<file path="src/rtl/id_ex_stage_if.sv">
// rtl/id_ex_stage_if.sv - ID/EX stage bus: decode-side inputs and registered EX-side outputs
interface id_ex_stage_if #(
    parameter int DATA_W = 32
) ();
    logic              id_valid;
    logic [13:0]       id_ctrl;
    logic [DATA_W-1:0] id_pc4;
    logic [DATA_W-1:0] id_rs_data;
    logic [DATA_W-1:0] id_rt_data;
    logic [DATA_W-1:0] id_imm;
    logic [4:0]        id_rs;
    logic [4:0]        id_rt;
    logic [4:0]        id_rd;
    logic [5:0]        id_funct;
    logic              flush;
    logic              ex_hold;
    logic              id_stall;
    logic              ex_valid;
    logic [13:0]       ex_ctrl;
    logic [DATA_W-1:0] ex_pc4;
    logic [DATA_W-1:0] ex_rs_data;
    logic [DATA_W-1:0] ex_rt_data;
    logic [DATA_W-1:0] ex_imm;
    logic [4:0]        ex_rs;
    logic [4:0]        ex_rt;
    logic [4:0]        ex_dest;
    logic [5:0]        ex_funct;

    modport master (
        output id_valid, id_ctrl, id_pc4, id_rs_data, id_rt_data, id_imm,
               id_rs, id_rt, id_rd, id_funct, flush, ex_hold,
        input  id_stall, ex_valid, ex_ctrl, ex_pc4, ex_rs_data, ex_rt_data,
               ex_imm, ex_rs, ex_rt, ex_dest, ex_funct
    );

    modport slave (
        input  id_valid, id_ctrl, id_pc4, id_rs_data, id_rt_data, id_imm,
               id_rs, id_rt, id_rd, id_funct, flush, ex_hold,
        output id_stall, ex_valid, ex_ctrl, ex_pc4, ex_rs_data, ex_rt_data,
               ex_imm, ex_rs, ex_rt, ex_dest, ex_funct
    );
endinterface

</file>
<file path="src/rtl/id_ex_stage.sv">
// rtl/id_ex_stage.sv - ID/EX pipeline register with load-use bubble insertion and bubble counter
module id_ex_stage #(
    parameter int DATA_W = 32,
    parameter int CNT_W  = 16
) (
    input  logic             clk,
    input  logic             rst_n,
    id_ex_stage_if.slave     bus,
    output logic [CNT_W-1:0] bubble_cnt
);
    // id_ctrl bit positions
    localparam int C_REGDST  = 0;
    localparam int C_ALUSRC  = 1;
    localparam int C_MEMREAD = 5;
    localparam int C_MEMWR   = 6;
    localparam int C_BRANCH  = 7;
    localparam int C_BRANCHN = 8;
    localparam int C_JAL     = 11;

    logic              valid_q;
    logic [13:0]       ctrl_q;
    logic [DATA_W-1:0] pc4_q;
    logic [DATA_W-1:0] rs_data_q;
    logic [DATA_W-1:0] rt_data_q;
    logic [DATA_W-1:0] imm_q;
    logic [4:0]        rs_q;
    logic [4:0]        rt_q;
    logic [4:0]        dest_q;
    logic [5:0]        funct_q;
    logic [CNT_W-1:0]  cnt_q;

    logic uses_rt;
    logic lu;

    // Hazard when the load in EX writes a register the ID instruction actually reads
    always_comb begin
        uses_rt = !bus.id_ctrl[C_ALUSRC] | bus.id_ctrl[C_MEMWR]
                | bus.id_ctrl[C_BRANCH] | bus.id_ctrl[C_BRANCHN];
        lu = valid_q & ctrl_q[C_MEMREAD] & (rt_q != 5'd0) & bus.id_valid
           & ((rt_q == bus.id_rs) | ((rt_q == bus.id_rt) & uses_rt));
    end

    assign bus.id_stall   = bus.ex_hold | (lu & !bus.flush);
    assign bus.ex_valid   = valid_q;
    assign bus.ex_ctrl    = ctrl_q;
    assign bus.ex_pc4     = pc4_q;
    assign bus.ex_rs_data = rs_data_q;
    assign bus.ex_rt_data = rt_data_q;
    assign bus.ex_imm     = imm_q;
    assign bus.ex_rs      = rs_q;
    assign bus.ex_rt      = rt_q;
    assign bus.ex_dest    = dest_q;
    assign bus.ex_funct   = funct_q;
    assign bubble_cnt     = cnt_q;

    // EX register update: reset, flush, hold, bubble, then normal load
    always_ff @(posedge clk) begin
        if (!rst_n) begin
            valid_q   <= 1'b0;
            ctrl_q    <= '0;
            pc4_q     <= '0;
            rs_data_q <= '0;
            rt_data_q <= '0;
            imm_q     <= '0;
            rs_q      <= '0;
            rt_q      <= '0;
            dest_q    <= '0;
            funct_q   <= '0;
            cnt_q     <= '0;
        end else if (bus.flush) begin
            valid_q <= 1'b0;
            ctrl_q  <= '0;
        end else if (bus.ex_hold) begin
            valid_q <= valid_q;
        end else if (lu) begin
            valid_q <= 1'b0;
            ctrl_q  <= '0;
            if (cnt_q != {CNT_W{1'b1}}) begin
                cnt_q <= cnt_q + CNT_W'(1);
            end
        end else begin
            valid_q   <= bus.id_valid;
            ctrl_q    <= bus.id_valid ? bus.id_ctrl : 14'd0;
            pc4_q     <= bus.id_pc4;
            rs_data_q <= bus.id_rs_data;
            rt_data_q <= bus.id_rt_data;
            imm_q     <= bus.id_imm;
            rs_q      <= bus.id_rs;
            rt_q      <= bus.id_rt;
            funct_q   <= bus.id_funct;
            dest_q    <= bus.id_ctrl[C_JAL]    ? 5'd31 :
                         bus.id_ctrl[C_REGDST] ? bus.id_rd : bus.id_rt;
        end
    end
endmodule

</file>
<file path="src/flat_wrapper.sv">
// flat-port wrapper written by rule: the top's interface ports become plain ports
module id_ex_stage_flat 
#(
    parameter int DATA_W = 32,
    parameter int CNT_W  = 16
)
  (clk, rst_n, bubble_cnt, bus_id_valid, bus_id_ctrl, bus_id_pc4, bus_id_rs_data, bus_id_rt_data, bus_id_imm, bus_id_rs, bus_id_rt, bus_id_rd, bus_id_funct, bus_flush, bus_ex_hold, bus_id_stall, bus_ex_valid, bus_ex_ctrl, bus_ex_pc4, bus_ex_rs_data, bus_ex_rt_data, bus_ex_imm, bus_ex_rs, bus_ex_rt, bus_ex_dest, bus_ex_funct);
  id_ex_stage_if #(.DATA_W(DATA_W)) bus_i ();
  input  logic clk;
  input  logic rst_n;
  output logic [CNT_W-1:0] bubble_cnt;
  input wire logic [$bits(bus_i.id_valid)-1:0] bus_id_valid;
  input wire logic [$bits(bus_i.id_ctrl)-1:0] bus_id_ctrl;
  input wire logic [$bits(bus_i.id_pc4)-1:0] bus_id_pc4;
  input wire logic [$bits(bus_i.id_rs_data)-1:0] bus_id_rs_data;
  input wire logic [$bits(bus_i.id_rt_data)-1:0] bus_id_rt_data;
  input wire logic [$bits(bus_i.id_imm)-1:0] bus_id_imm;
  input wire logic [$bits(bus_i.id_rs)-1:0] bus_id_rs;
  input wire logic [$bits(bus_i.id_rt)-1:0] bus_id_rt;
  input wire logic [$bits(bus_i.id_rd)-1:0] bus_id_rd;
  input wire logic [$bits(bus_i.id_funct)-1:0] bus_id_funct;
  input wire logic [$bits(bus_i.flush)-1:0] bus_flush;
  input wire logic [$bits(bus_i.ex_hold)-1:0] bus_ex_hold;
  output wire logic [$bits(bus_i.id_stall)-1:0] bus_id_stall;
  output wire logic [$bits(bus_i.ex_valid)-1:0] bus_ex_valid;
  output wire logic [$bits(bus_i.ex_ctrl)-1:0] bus_ex_ctrl;
  output wire logic [$bits(bus_i.ex_pc4)-1:0] bus_ex_pc4;
  output wire logic [$bits(bus_i.ex_rs_data)-1:0] bus_ex_rs_data;
  output wire logic [$bits(bus_i.ex_rt_data)-1:0] bus_ex_rt_data;
  output wire logic [$bits(bus_i.ex_imm)-1:0] bus_ex_imm;
  output wire logic [$bits(bus_i.ex_rs)-1:0] bus_ex_rs;
  output wire logic [$bits(bus_i.ex_rt)-1:0] bus_ex_rt;
  output wire logic [$bits(bus_i.ex_dest)-1:0] bus_ex_dest;
  output wire logic [$bits(bus_i.ex_funct)-1:0] bus_ex_funct;
  assign bus_i.id_valid = bus_id_valid;
  assign bus_i.id_ctrl = bus_id_ctrl;
  assign bus_i.id_pc4 = bus_id_pc4;
  assign bus_i.id_rs_data = bus_id_rs_data;
  assign bus_i.id_rt_data = bus_id_rt_data;
  assign bus_i.id_imm = bus_id_imm;
  assign bus_i.id_rs = bus_id_rs;
  assign bus_i.id_rt = bus_id_rt;
  assign bus_i.id_rd = bus_id_rd;
  assign bus_i.id_funct = bus_id_funct;
  assign bus_i.flush = bus_flush;
  assign bus_i.ex_hold = bus_ex_hold;
  assign bus_id_stall = bus_i.id_stall;
  assign bus_ex_valid = bus_i.ex_valid;
  assign bus_ex_ctrl = bus_i.ex_ctrl;
  assign bus_ex_pc4 = bus_i.ex_pc4;
  assign bus_ex_rs_data = bus_i.ex_rs_data;
  assign bus_ex_rt_data = bus_i.ex_rt_data;
  assign bus_ex_imm = bus_i.ex_imm;
  assign bus_ex_rs = bus_i.ex_rs;
  assign bus_ex_rt = bus_i.ex_rt;
  assign bus_ex_dest = bus_i.ex_dest;
  assign bus_ex_funct = bus_i.ex_funct;
  id_ex_stage #(.DATA_W(DATA_W), .CNT_W(CNT_W)) u_core (.clk(clk), .rst_n(rst_n), .bus(bus_i), .bubble_cnt(bubble_cnt));
endmodule
</file>
<file path="config.mk">
export PLATFORM = sky130hd
export DESIGN_NAME = id_ex_stage_flat
export DESIGN_NICKNAME = d
export VERILOG_FILES = /design/src/rtl/id_ex_stage_if.sv /design/src/rtl/id_ex_stage.sv /design/src/flat_wrapper.sv
export SDC_FILE = /design/constraint.sdc
export NUM_CORES = 1
export LEC_CHECK = 0
export BUFFER_PORTS_ARGS = -buffer_cell sky130_fd_sc_hd__buf_2
export CELL_PAD_IN_SITES_DETAIL_PLACEMENT = 2
export CELL_PAD_IN_SITES_GLOBAL_PLACEMENT = 2
export CORE_ASPECT_RATIO = 1.1
export CORE_MARGIN = 8
export CORE_UTILIZATION = 25
export DETAILED_ROUTE_END_ITERATION = 10
export PLACE_DENSITY = 0.85
export SETUP_SLACK_MARGIN = 0.2
export SLEW_MARGIN = 10
export SYNTH_ARGS = -nofsm -noshare
export SYNTH_HDL_FRONTEND = slang
export SYNTH_SLANG_ARGS = --single-unit
</file>
<file path="constraint.sdc">
create_clock -name clk -period 1.96 [get_ports clk]
set_input_delay 0.196 -clock clk [delete_from_list [all_inputs] [get_ports clk]]
set_output_delay 0.196 -clock clk [all_outputs]
set_load 0.03 [all_outputs]
</file>
==> results.md, run 1 <==
- Core area: 38,290 um^2
- WL met2: 30,620 um
- Slowest-stage cell, CP: dfxtp_4
- Non-Filler Instances: 2,119
- Fin crit share: 1.156
- Number of DRC markers in iteration 0: 471
- Die height: 222.8 um
- Clock sink total: 180
- Vias per std cell: 5.578
- Crit path kind: reg2out
- Clock-pin slew of the registers on the worst-case setup and hold paths: 70 ps
- Hold Slack: 48.06 ps
- RSZ-0062 raised after global routing: yes
- Worst setup EP type: output pin
- Crit start category: register
- Post-DP HPWL: 31,790 um
- Die W: 204.0 um
- Most frequent cells in the layout: buf_2, nand2_1, dfxtp_1
- Status: complete, but fails checks
- Remaining Overflow, GRT: 0
- Placed Instances: 1,980
- CP Cell Sequence: xnor2_1, nand4_1, o22a_4, buf_12, o31ai_4, buf_6
- Layout cells sized above 1: 0.4563
- Max_cap viols: 0
- Layout area overhead: 67.89%
- Top post-synthesis cells by area: dfxtp_1, a2bb2oi_1, o311ai_0
- CTS tree: done
- Critical path arrival: 2070 ps
- Post-synth net total: 1,355
- Reg2Reg Launch Point: u_core.bus.ex_rt[3]
- Global-route wire length before repair: 84,250 um
- Max-slew headroom: 0.7097
- Gr usage total: 0.2355
- Layout fillers: 4,035
- Yosys reg bits: 180
- DR top layer: met5
- Worst Hold End: u_core.bus.ex_ctrl[1]
- Final Max Slew Viols: 0
- Metal-1 WL: 21,840 um
- Port bufs: 348
- CP peak stage delay: 380 ps
- Setup WS post-layout: -306.2 ps
- Commonest non-fill, non-tap cell in the layout: buf_2
- Final TNS setup: -28,590 ps
- Vias in the first global route: 13,550
- Final setup viols: 175
- Final Critical Period: 2266 ps
- Leakage: 7.582 nW
- Root Driver: clkbuf_16
- Vias post-DR: 11,820
- DR pass1 iterations: 4
- Pwr/cell area: 643.0 nW/um^2
- Worst min-delay path class: in2reg
- H-tree depth: 4
- DR WL/cell: 26.91 um
- VDD IR-drop max: 608.5 uV
- Hold path startpoint: bus_id_ctrl[1]
- # DRC: 0
- Worst hold path depth: 2
- Initial Util: 0.2538
- Total CTS buffers: 17
- RePlAce Congestion: 0.7816
- Worst EP required: 1760 ps
- Seq/Total Area, Yosys: 0.3709
- Critical Path Fanout Max: 8
- Skew final: 16.21 ps
- IO Pins: 349
- Synth Instances: 1,186
- Syn_area_per_cell: 8.192 um^2
- Yosys warning count: 0
- Nets: 1,771
- Rows: 75
- Clock buffer depth: 2
- Internal reg-to-reg setup slack: -300 ps
- Met3 wire len: 2434 um
- Final Hold Fails: 0
- Worst-Skew Late Latency: 460 ps
- WL final: 57,020 um
- Slew @ Worst Pin: 432.1 ps
- Fmax: 0.4413 GHz
- Die area: 45,430 um^2
- Worst r2r dst: u_core.bus.ex_dest[3]
- Leading area contributor after synthesis: dfxtp_1
- Place WS: -235.5 ps
- R2R depth: 10
- Largest net degree at the start of global routing: 84
- Mapped cell area: 9716 um^2
- Tot Pwr: 10.49 mW
- Unique masters post-synth: 44
- Number of routed nets with antenna violations: 0
- Share of the synthesized area in the top cell type: 0.3709
- Initial antenna violation count: 5
- Violated checks: setup timing
## flip-flops by register name (all words and copies together), names as in the netlist
| name | cells |
|---|---|
| u_core.bus.ex_valid | 1 |
| u_core.bus.ex_funct | 6 |
| u_core.bus.ex_imm | 32 |
| u_core.bus.ex_ctrl | 14 |
| u_core.bus.ex_pc4 | 32 |
| u_core.bubble_cnt | 16 |
| u_core.bus.ex_rt | 5 |
| u_core.bus.ex_rs_data | 32 |
| u_core.bus.ex_rs | 5 |
| u_core.bus.ex_dest | 5 |
| u_core.bus.ex_rt_data | 32 |
## metrics by stage
step	util	instance area [um^2]
global route	0.4260	16310
detailed placement	0.3264	12500
floorplan	-	9834
finish	0.4260	16310
CTS	0.4166	15950
global placement	0.3264	12500
## worst max path at each step
| stage | to | startpoint | slack [ps] | depth (start not counted) |
|---|---|---|---|---|
| 2_1_floorplan | bus_id_stall | u_core.bus.ex_rt[3] | 90 | 7 |
| 3_5_place_dp | u_core.bus.ex_dest[0] | u_core.bus.ex_rt[0] | -240 | 6 |
| 6_report | bus_id_stall | u_core.bus.ex_rt[3] | -310 | 6 |
| 3_3_place_gp | u_core.bubble_cnt[7] | u_core.bus.ex_rt[4] | -70 | 8 |
| 5_1_grt | bus_id_stall | u_core.bus.ex_rt[3] | -340 | 6 |
| 4_1_cts | bus_id_stall | u_core.bus.ex_rt[4] | -190 | 7 |
## cell type report
type	instances	area (um^2)	area share
Clock buffer	25	495.5	0.03038
Clock inverter	7	47.55	0.002915
Timing Repair Buffer	533	4558	0.2794
Tap cell	500	625.6	0.03835
Sequential cell	180	3662	0.2245
Antenna cell	4	10.01	0.0006136
Multi-Input combinational cell	860	6875	0.4215
Inverter	10	37.54	0.002301
## routing by layer
layer,global-route usage,up-vias
li1,-,5363
met1,0.2508,6027
met2,0.4423,333
met3,0.04104,95
met4,0.1076,2
met5,0,-
## power by group
| part | leakage, nW | switching (mW) | internal [mW] |
|---|---|---|---|
| Combinational | 5.82 | 1.79 | 1.14 |
| Sequential | 1.50 | 0.195 | 3.93 |
| Clock | 0.264 | 1.68 | 1.76 |
## repair_timing
item | in CTS | in global routing
gates cloned | 35 | 2
pin swaps | 113 | 17
buffers inserted | 49 | 6
setup endpoints to repair | 181 | 181
resized for setup | 368 | 57
endpoints found under the hold margin | 11 | 0
hold buffers | 11 | 0
## Yosys cell counts
cell type	instances
a21oi_2	1
o31ai_1	9
ha_1	1
a211oi_1	5
nand3_2	1
mux2i_1	4
a21oi_4	1
a21o_1	2
and3_1	144
buf_4	4
or3b_2	1
or4_4	1
nand2_1	297
o22a_1	1
or3_1	5
nor4_1	2
nor3_1	3
dfxtp_1	180
o22ai_1	1
o41ai_1	1
nand3_1	10
clkinv_1	1
o311ai_0	144
nand2b_1	4
nor2_1	4
o21ai_0	3
buf_2	31
or4_1	9
mux2_2	5
a2111oi_0	5
a2bb2oi_1	144
a22o_1	14
nor4b_1	1
nand4_1	7
clkbuf_1	98
xnor2_1	10
buf_1	2
buf_6	3
or2_2	2
inv_1	9
or2_1	1
o21ai_1	2
nor3b_1	1
a21oi_1	12
## worst max-delay path, delay by kind of cell (launching register included)
family,cells,cell delay [ps]
simple gates,1,180
flops,1,380
buf+inv,2,320
compound gates,2,470
xor+xnor,1,250
## cell families (layout without fill, tap and decap cells)
| family | after synthesis | in the layout | share of synthesized area |
|---|---|---|---|
| and+or+nand+nor | 493 | 495 | 0.2410 |
| AOI/OAI and AO/OA | 345 | 345 | 0.3029 |
| DFF | 180 | 180 | 0.3709 |
| buffers and inverters | 148 | 575 | 0.06503 |
| xor gates and xnor gates | 10 | 10 | 0.009014 |
| muxes | 9 | 9 | 0.009916 |
| adders and majority gates | 1 | 1 | 0.001288 |
| other | 0 | 4 | 0 |
Power figures use the tool's default switching activity.
==> run 2: changes to the inputs <==
--- a/config.mk
+++ b/config.mk
@@ -10,9 +10,10 @@
 export CELL_PAD_IN_SITES_GLOBAL_PLACEMENT = 2
 export CORE_ASPECT_RATIO = 1.1
 export CORE_MARGIN = 8
-export CORE_UTILIZATION = 25
+export CORE_UTILIZATION = 26
+export CTS_BUF_LIST = sky130_fd_sc_hd__clkbuf_2
 export DETAILED_ROUTE_END_ITERATION = 10
-export PLACE_DENSITY = 0.85
+export PLACE_DENSITY = 0.88
 export SETUP_SLACK_MARGIN = 0.2
 export SLEW_MARGIN = 10
 export SYNTH_ARGS = -nofsm -noshare
==> run 2 against run 1 <==
- maximum frequency decreased by 24%
- first-iteration DRC count grew 100%
- clock skew rose by 80 ps
- register-to-register slack got worse by 630 ps
- sequential power increased by 2%
- clock power is 33% lower
- clock-buffer cell count is 6 lower
- via count rose by 18%
- the run still ends with setup timing left
- non-clock buffer count grew 196
==> results.md, run 2 (synthesis gave the netlist of run 1 again) <==
- Status: complete, but fails checks (unchanged)
- Violated checks: setup timing (unchanged)
- Most used cell, CP: buf_6
- Vias per std cell: 6.006 (was 5.578)
- Internal reg-to-reg setup slack: -930 ps (was -300 ps)
- Global-route wire length before repair: 96,610 um (was 84,250 um)
- Clock buffer depth: 2 (unchanged)
- Critical path buffers and inverters: 4 (was 2)
- Largest net degree at the start of global routing: 76 (was 84)
- Fin crit share: 1.523 (was 1.156)
- Clock-pin slew of the registers on the worst-case setup and hold paths: 380 ps (was 70 ps)
- CTS tree: done (unchanged)
- Leakage: 10.23 nW (was 7.582 nW)
- Worst Hold End: u_core.bus.ex_ctrl[9] (was u_core.bus.ex_ctrl[1])
- Final Critical Period: 2984 ps (was 2266 ps)
- VDD IR-drop max: 305.1 uV (was 608.5 uV)
- Number of routed nets with antenna violations: 0 (unchanged)
- IO Pins: 349 (unchanged)
- Worst min-delay path class: in2reg (unchanged)
- RSZ-0062 raised after global routing: yes (unchanged)
- Die W: 200.3 um (was 204.0 um)
- Port bufs: 348 (unchanged)
- Critical path arrival: 2790 ps (was 2070 ps)
- Core area: 37,040 um^2 (was 38,290 um^2)
- Die area: 43,820 um^2 (was 45,430 um^2)
- Rows: 74 (was 75)
- DR WL/cell: 35.44 um (was 26.91 um)
- Pwr/cell area: 544.7 nW/um^2 (was 643.0 nW/um^2)
- Layout cells sized above 1: 0.4859 (was 0.4563)
- Layout fillers: 3,585 (was 4,035)
- Layout area overhead: 103.0% (was 67.89%)
- Worst-Skew Late Latency: 960 ps (was 460 ps)
- Final Hold Fails: 0 (unchanged)
- Root Driver: clkbuf_2 (was clkbuf_16)
- Die height: 218.7 um (was 222.8 um)
- # DRC: 0 (unchanged)
- Critical Path Fanout Max: 4 (was 8)
- Commonest non-fill, non-tap cell in the layout: buf_2 (unchanged)
- Most frequent cells in the layout: buf_2, nand2_1, dlygate4sd3_1 (was buf_2, nand2_1, dfxtp_1)
- Reg2Reg Launch Point: u_core.bus.ex_rt[3] (unchanged)
- CP peak stage delay: 450 ps (was 380 ps)
- Setup WS post-layout: -1024 ps (was -306.2 ps)
- Fmax: 0.3351 GHz (was 0.4413 GHz)
- Vias post-DR: 13,920 (was 11,820)
- Skew final: 96.12 ps (was 16.21 ps)
- Worst setup EP type: output pin (unchanged)
- Worst hold path depth: 3 (was 2)
- Placed Instances: 1,974 (was 1,980)
- Crit path kind: reg2out (unchanged)
- DR pass1 iterations: 5 (was 4)
- Initial Util: 0.2623 (was 0.2538)
- Tot Pwr: 10.74 mW (was 10.49 mW)
- Number of DRC markers in iteration 0: 952 (was 471)
- H-tree depth: 4 (unchanged)
- WL final: 82,120 um (was 57,020 um)
- Crit start category: register (unchanged)
- Remaining Overflow, GRT: 0 (unchanged)
- Max_cap viols: 0 (unchanged)
- Post-DP HPWL: 31,630 um (was 31,790 um)
- Final Max Slew Viols: 0 (unchanged)
- Gr usage total: 0.2827 (was 0.2355)
- Slew @ Worst Pin: 677.0 ps (was 432.1 ps)
- Initial antenna violation count: 12 (was 5)
- Slowest-stage cell, CP: dfxtp_4 (unchanged)
- Hold Slack: 57.89 ps (was 48.06 ps)
- Hold path startpoint: bus_id_ctrl[9] (was bus_id_ctrl[1])
- RePlAce Congestion: 0.7992 (was 0.7816)
- Family with the most delay on the worst path: buffers and inverters (was compound AO/OA/AOI/OAI gates)
- Clock sink total: 180 (unchanged)
- Worst EP required: 1760 ps (about the same)
- Worst r2r dst: u_core.bubble_cnt[10] (was u_core.bus.ex_dest[3])
- Nets: 1,967 (was 1,771)
- Total CTS buffers: 17 (unchanged)
- Final TNS setup: -124,380 ps (was -28,590 ps)
- Final setup viols: 184 (was 175)
- Place WS: -266.9 ps (was -235.5 ps)
- Vias in the first global route: 14,820 (was 13,550)
- CP Cell Sequence: buf_6, xnor2_1, nand2_1, o22a_4, buf_12, buf_6, o31ai_4, buf_6 (was xnor2_1, nand4_1, o22a_4, buf_12, o31ai_4, buf_6)
- Max-slew headroom: 0.5429 (was 0.7097)
- Non-Filler Instances: 2,317 (was 2,119)
- R2R depth: 16 (was 10)
==> run 2: changes by cell type in the layout (fill, tap and decap cells not counted), moves of 19 or more <==
| cell | before | now |
|---|---|---|
| a2bb2oi_4 | 8 | 33 |
| clkbuf_2 | 0 | 19 |
| dlygate4sd3_1 | 11 | 191 |
| nand2_1 | 297 | 260 |
| nand2_4 | 0 | 23 |
| o311ai_0 | 30 | 10 |
| o311ai_1 | 77 | 27 |
| o311ai_2 | 24 | 44 |
| o311ai_4 | 13 | 63 |
==> run 2: layer usage <==
layer	wire [um]	vias up	share of wire	global-route usage
met1	29330	7055	0.36	0.2811
met2	42650	732	0.52	0.5335
met5	0	-	0	0
met4	6029	0	0.073	0.1877
met3	4111	344	0.050	0.05302
li1	-	5785	-	-
==> run 2: final cells by class <==
class                           count  area, um^2  share of cell area
Inverter                           10       37.54            0.001904
Antenna cell                       12       30.03            0.001523
Timing Repair Buffer              729        6608              0.3351
Multi-Input combinational cell    860        8538              0.4330
Clock inverter                     13       130.1            0.006599
Tap cell                          494       618.1             0.03135
Clock buffer                       19       95.09            0.004822
Sequential cell                   180        3662              0.1857
==> run 2: per-stage QoR <==
stage / utilization / cell area (um^2)
after global routing: 0.5324 / 19720
after global placement: 0.3392 / 12560
final: 0.5324 / 19720
after CTS: 0.4387 / 16250
after detailed placement: 0.3392 / 12560
after floorplan: - / 9834
==> run 2: how the worst max path moves through the flow <==
stage | endpoint | slack (ps) | startpoint | cells after the start
floorplan | bus_id_stall | 90 | u_core.bus.ex_rt[3] | 7
global placement | u_core.bubble_cnt[3] | -70 | u_core.bus.ex_rt[2] | 7
detailed placement | u_core.bus.ex_dest[4] | -270 | u_core.bus.ex_rt[0] | 6
CTS | bus_id_stall | -880 | u_core.bus.ex_rt[4] | 8
global route | bus_id_stall | -1110 | u_core.bus.ex_rt[1] | 8
finish | bus_id_stall | -1020 | u_core.bus.ex_rt[1] | 8
==> run 2: power by group <==
group          switching [mW]  total (mW)  internal, mW
sequential              0.250        4.20          3.95
clock                    1.72        2.32         0.598
combinational            2.43        4.22          1.79
==> run 2: timing repair <==
action / 4_1_cts / 5_1_grt
buffers inserted: 34 / 32
endpoints found under the setup margin: 358 / 361
hold buffers: 191 / 0
hold endpoints to repair: 180 / 0
cloned: 18 / 24
resized for setup: 234 / 430
pin swaps: 54 / 94
==> run 2: worst register-to-register path: cells and delay by family (launching register included) <==
kind	cells	cell delay, ps
buffers and inverters	11	1360
flip-flops	1	480
multiplexers	1	250
AO/OA/AOI/OAI	1	360
AND/OR/NAND/NOR	3	360
